--- config.mk ---
export PLATFORM = sky130hd
export DESIGN_NAME = score_tracker
export DESIGN_NICKNAME = d
export VERILOG_FILES = /design/src/rtl/score_tracker.sv
export SDC_FILE = /design/constraint.sdc
export NUM_CORES = 1
export LEC_CHECK = 0
export CORE_ASPECT_RATIO = 0.5
export CORE_UTILIZATION = 35
export DETAILED_ROUTE_END_ITERATION = 12
export GPL_TIMING_DRIVEN = 0
export PLACE_DENSITY_LB_ADDON = 0.2
export SETUP_SLACK_MARGIN = 0.15
export SYNTH_ARGS = -nofsm -noshare
export SYNTH_HDL_FRONTEND = slang
export SYNTH_SLANG_ARGS = --single-unit
--- constraint.sdc ---
create_clock -name clk -period 5 [get_ports clk]
set_input_delay 0.75 -clock clk [delete_from_list [all_inputs] [get_ports clk]]
set_output_delay 0.75 -clock clk [all_outputs]
set_load 0.005 [all_outputs]
--- src/rtl/score_tracker.sv ---
// score_tracker: run/game-over FSM that accumulates the score on frame ticks and commits the high score after a game-over delay.
module score_tracker #(
  parameter int FRAME_PER_POINT = 6,
  parameter int HI_DELAY_FRAMES = 60,
  parameter int SCORE_MAX       = 9999
) (
  input  logic        clk,
  input  logic        reset,
  input  logic        frame_tick,
  input  logic        start,
  input  logic        hit,
  output logic [31:0] score,
  output logic [31:0] score_hi,
  output logic        running,
  output logic        game_over,
  output logic        hi_update
);
  localparam int FW = $clog2(FRAME_PER_POINT + 1);
  localparam int DW = $clog2(HI_DELAY_FRAMES + 1);
  typedef enum logic [1:0] {IDLE, RUN, OVER} state_t;
  state_t          state;
  logic [FW-1:0]   frame_cnt;
  logic [DW-1:0]   delay_cnt;
  always_ff @(posedge clk) begin
    if (reset) begin
      state     <= IDLE;
      score     <= '0;
      score_hi  <= '0;
      frame_cnt <= '0;
      delay_cnt <= '0;
      running   <= 1'b0;
      game_over <= 1'b0;
      hi_update <= 1'b0;
    end else begin
      hi_update <= 1'b0;
      case (state)
        IDLE: if (start) begin
          state     <= RUN;
          score     <= '0;
          frame_cnt <= '0;
          running   <= 1'b1;
        end
        RUN: if (hit) begin
          state     <= OVER;
          running   <= 1'b0;
          game_over <= 1'b1;
          delay_cnt <= '0;
        end else if (frame_tick) begin
          frame_cnt <= (frame_cnt == FW'(FRAME_PER_POINT - 1)) ? '0 : frame_cnt + 1'b1;
          if (frame_cnt == FW'(FRAME_PER_POINT - 1) && score < 32'(SCORE_MAX))
            score <= score + 32'd1;
        end
        OVER: if (frame_tick) begin
          delay_cnt <= delay_cnt + 1'b1;
          // the tick that completes the delay returns to IDLE and commits a strictly better score
          if (delay_cnt == DW'(HI_DELAY_FRAMES - 1)) begin
            state     <= IDLE;
            game_over <= 1'b0;
            if (score > score_hi) begin
              score_hi  <= score;
              hi_update <= 1'b1;
            end
          end
        end
        default: state <= IDLE;
      endcase
    end
  end
endmodule
## Word level (Yosys, flattened, before mapping)

Cells that the tools add are included.

- Word-level logic and storage cells: 65
- Output and inout port bits: 67
- Input bits: 5
- Register bits after elaboration: 78

- Multiplexer cells: 26
- Order comparisons: 2
- Bitwise logic cells: 3
- Reductions and logical operators: 12
- Add/sub/neg operators: 3
- Eq/ne operators: 11

Operator list:

| kind | number |
|---|---|
| 32-bit two-way mux | 4 |
| 32-bit case mux with 2 select lines | 1 |
| 32-bit by 1-bit adder with 32-bit output (second input constant) | 1 |
| 32-bit greater-than comparator | 1 |
| 32-bit by 14-bit less-than comparator with 1-bit output (second input constant) | 1 |
| 4-bit AND reduction | 4 |
| 2-bit != test (second input constant) | 7 |
| 3-bit two-way mux | 4 |
| 6-bit two-way mux | 2 |
| 6-bit case mux with 2 select lines | 1 |
| 2-bit two-way mux | 4 |
| 6-bit by 1-bit adder with 6-bit output (second input constant) | 1 |
| 6-bit equality test (second input constant) | 1 |
| 1-bit two-way mux | 6 |
| 2-bit case mux with 3 select lines | 1 |
| 3-bit case mux with 2 select lines | 1 |
| 3-bit AND reduction | 2 |
| 5-bit AND reduction | 1 |
| 1-bit case mux with 2 select lines | 2 |
| 2-bit nonzero test | 2 |
| 4-bit OR reduction | 1 |
| 3-bit by 1-bit adder with 3-bit output (second input constant) | 1 |
| 3-bit equality test (second input constant) | 1 |
| 1-bit NOT | 3 |
| other kinds (4) | 4 |

## Depth between registers and ports, before layout

- Word-level depth: 6
- Depth in mapped cells: 10
- Depth with buffers taken out: 8

## Worst setup path before layout

No wires, ideal clock.

- Path kind: reg2reg
- Start: reg score_hi[31]
- End: reg score_hi[0]
- Data required time: 4.928 ns
- Library setup time: 0.072 ns
- Slack: 2.788 ns
- Path buffers: 2
- Clock period less this slack: 2.212 ns
- Cell stages (with the launch flop): 11
- Arrival: 2.141 ns
- Cell sequence: dfxtp_1 > inv_1 > ha_1 > nand4_1 > nor4_1 > o21ai_1 > nand3_1 > o211a_1 > clkbuf_1 > buf_4 > mux2i_1

- Cells in the longest elaborated chain, start to end: 2

RTL lines:

| what | line | text |
|---|---|---|
| from (decl) | 13 | `output logic [31:0] score_hi,` |
| from (signal assigned) | 60 | `score_hi <= score;` |
| 32-bit greater-than comparator | 59 | `if (score > score_hi) begin` |
| 4-bit AND reduction (no line) | n/a |  |

Every way passes these cells.
A chain may end at the register's enable or synchronous reset.

## Worst setup path in the final report

- Start: reg score_hi[31]
- End: reg score_hi[4]

Same word-level chain as after synthesis.

==> results.cfg <==
[layout]
fin_nets = 591
antenna_cells = 0
drive_gt1_share_pct = 5.206
n_fill_cell = 1082
register_area_um2 = 1562
multi_input_area_um2 = 2424
area_growth_pct = 29.43

[synthesis]
synth_top_area_share_pct = 37.21
yosysMostFrequentCell = dfxtp_1
syn_area_per_cell_um2 = 8.929
netlist_area_um2 = 4197
yosys_warnings = 0
syn-num-nets = 509
synth_top_area_cell = dfxtp_1
async_reset_ff_share_pct = 0
netlist_instances = 470
ys_top_cells_by_area = dfxtp_1 37%, nand2b_1 10%, ha_1 10%
ys.flop_type = dfxtp_1
synth-seq-area-share_pct = 37.21
yosysUniqueCellTypes = 48
synth-seq-cells = 78
synth_edf_count = 0
yosys-top-cells-count = 78 x dfxtp_1, 69 x nand2b_1, 35 x inv_1, 35 x mux2i_1, 34 x ha_1

[floorplanning]
io_pins = 72
num_rows = 27
start_util_pct = 37.08
die_w_um = 156.9
die-area_um2 = 12460
core_um2 = 11320
chipHeight_um = 79.43

[clock_tree]
cts_root_buf = clkbuf_16
cts_setup_buffers = 0
cts_tree = built
cts_buffer_depth = 2
holdBufCountCts = 0
clk_latency_ps = 340
clkSinkCount = 78
cts_resized = 0
htreeDepth = 3
clk_pin_slew_ps = 60
numCtsBuffers = 9

[worst_setup_path]
rr_worst_depth = 10
worst_setup_path_start_kind = flop
worstPathArrival_ps = 3060
critical_path_buf_inv_count = 3
reg2reg_to = score_hi[4]
cpPeakStageDelay_ps = 550
path_cells = inv_1 > ha_1 > nand4_1 > nor4_1 > o21ai_1 > nand3_1 > o211a_1 > clkbuf_1 > buf_4 > mux2i_1
ff2ff_setup_slack_ps = 2210
worstSetupEndpointType = flop
critPathMaxFanout = 10
crit_start = score_hi[31]
cp.required_ps = 5270
r2r-start = score_hi[31]
cp_slowest_cell = nor4_1
cp_top_family = simple AND/OR/NAND/NOR gates
criticalPathCategory = reg2reg

[job]
max_cap_violations = 0

[power_and_ir_drop]
clock_power_share_pct = 50.8
netSwitchingFraction_pct = 22.24
leakagePower_nw = 1.969
powerDensity_nw_per_um2 = 260.6
p_sw_mw = 0.3147
ir_drop_v = 0.0001354
p_int_mw = 1.101
pwr-share-comb_pct = 4.9
seq_power_share_pct = 44.2

[global_routing]
grt_usage_pct = 17.97
grt_pass1_wl_mm = 16.90
grt_use_met2_pct = 27.11
grt-ovfl-total = 0
antenna_found_initial = 1
grt_use_met1_pct = 24.95
grt_use_met3_pct = 4.723
grt-busiest-layer = met2
grt_pass1_vias = 3324
grt_max_degree = 14

[timing]
period_needed_ps = 2793
final_max_slew_viol_count = 0
finalClockSkew_ps = 6.574
slew-limit-headroom_pct = 53.36
tightest_slew_ps = 697.0
max_freq_mhz = 358.0
rsz0062_at_grt = no
worst_hold_slack_ps = 473.7
fin_setup_tns_ps = 0
setup_viol = 0
finalCritPeriodShare_pct = 55.87
hold_viol_final = 0

[detailed_routing]
drt_wl_total_mm = 10.56
drt-pass1-iter-count = 4
ant_nets = 0
vias = 3484
wl_per_cell_um = 14.74
drc_errors = 0
vias_per_cell = 4.866
drt_iter0_drc = 182

[worst_hold_path]
holdPathStages = 2
holdPathEnd = delay_cnt[1]
hp-class = reg2reg
hp-start = delay_cnt[1]

[placement]
dp_hpwl_mm = 7.832
numPortBuffers = 71
place_congestion = 0.7802

[status]
status = completed
## power groups by stage
stage          Sequential, mW  Clock, mW  Combinational (mW)
6_report                0.626      0.720              0.0696
5_1_grt                 0.626      0.771              0.0754
2_1_floorplan           0.640          0              0.0455
4_1_cts                 0.626      0.739              0.0695
3_3_place_gp            0.640          0              0.0691
3_5_place_dp            0.640          0              0.0691
## cells in the final DEF (no fill, tap or decap), types with 14 or more instances in the layout
cell type        count
ha_1                34
mux2i_1             35
nor2_1              27
dfxtp_1             78
nand4_1             14
nand2b_1            69
clkdlybuf4s50_1     71
a21oi_1             21
and2_1              20
nand2_1             29
inv_1               35
clkbuf_1            14
## metal layers
| metal | vias up | wire length (µm) |
|---|---|---|
| li1 | 1780 | - |
| met2 | 59 | 4449 |
| met1 | 1639 | 5541 |
| met4 | 0 | 75 |
| met5 | - | 0 |
| met3 | 6 | 488 |
## flip-flops by register name, indices dropped and copies added, names as in the netlist
| signal | flops |
|---|---|
| score | 32 |
| score_hi | 32 |
| delay_cnt | 6 |
| frame_cnt | 3 |
| state | 2 |
| game_over | 1 |
| hi_update | 1 |
| running | 1 |
## cells by family (layout without fill, tap and decap cells)
| kind of cell | Yosys count | after routing | share of synthesized area [%] |
|---|---|---|---|
| fa+ha+maj | 34 | 34 | 10.14 |
| simple gates | 207 | 207 | 28.68 |
| mux | 35 | 35 | 8.348 |
| compound gates | 51 | 51 | 8.080 |
| flops | 78 | 78 | 37.21 |
| buf+inv | 53 | 140 | 5.039 |
| xor+xnor | 12 | 12 | 2.504 |
## final cells by class
cell class	count	area share, %
multi-input combinational	339	44.62
sequential	78	28.75
timing repair buffer	71	13.08
clock buffer	11	4.469
tap	159	3.663
inverter	36	2.488
clock inverter	5	1.520
buffer	17	1.405
## through the flow
stage | std cells | worst slack [ps] | util, % | power [mW] | cell area, µm²
2_1_floorplan | 470 | 2788 | - | 0.6851 | 4197
3_3_place_gp | 700 | 1931 | 45.12 | 0.7091 | 5106
3_5_place_dp | 700 | 1885 | 45.12 | 0.7091 | 5106
4_1_cts | 716 | 2161 | 47.99 | 1.434 | 5431
5_1_grt | 716 | 1960 | 47.99 | 1.473 | 5431
6_report | 716 | 2207 | 47.99 | 1.415 | 5431
## how the worst max path moves through the flow
stage | end | slack, ps | cells after the start
floorplan | score_hi[0] | 2790 | 10
global placement | score_hi[9] | 1930 | 8
detailed placement | score_hi[4] | 1880 | 8
CTS | score_hi[4] | 2160 | 10
global route | score_hi[6] | 1960 | 10
finish | score_hi[4] | 2210 | 10
## worst reg2reg max path: stages (launching register included)
cell      delay (ps)
dfxtp_1          380
inv_1             60
ha_1             320
nand4_1          170
nor4_1           550
o21ai_1          140
nand3_1          120
o211a_1          140
clkbuf_1         320
buf_4            330
mux2i_1          220
No activity file was read; power rests on OpenSTA's default activity.
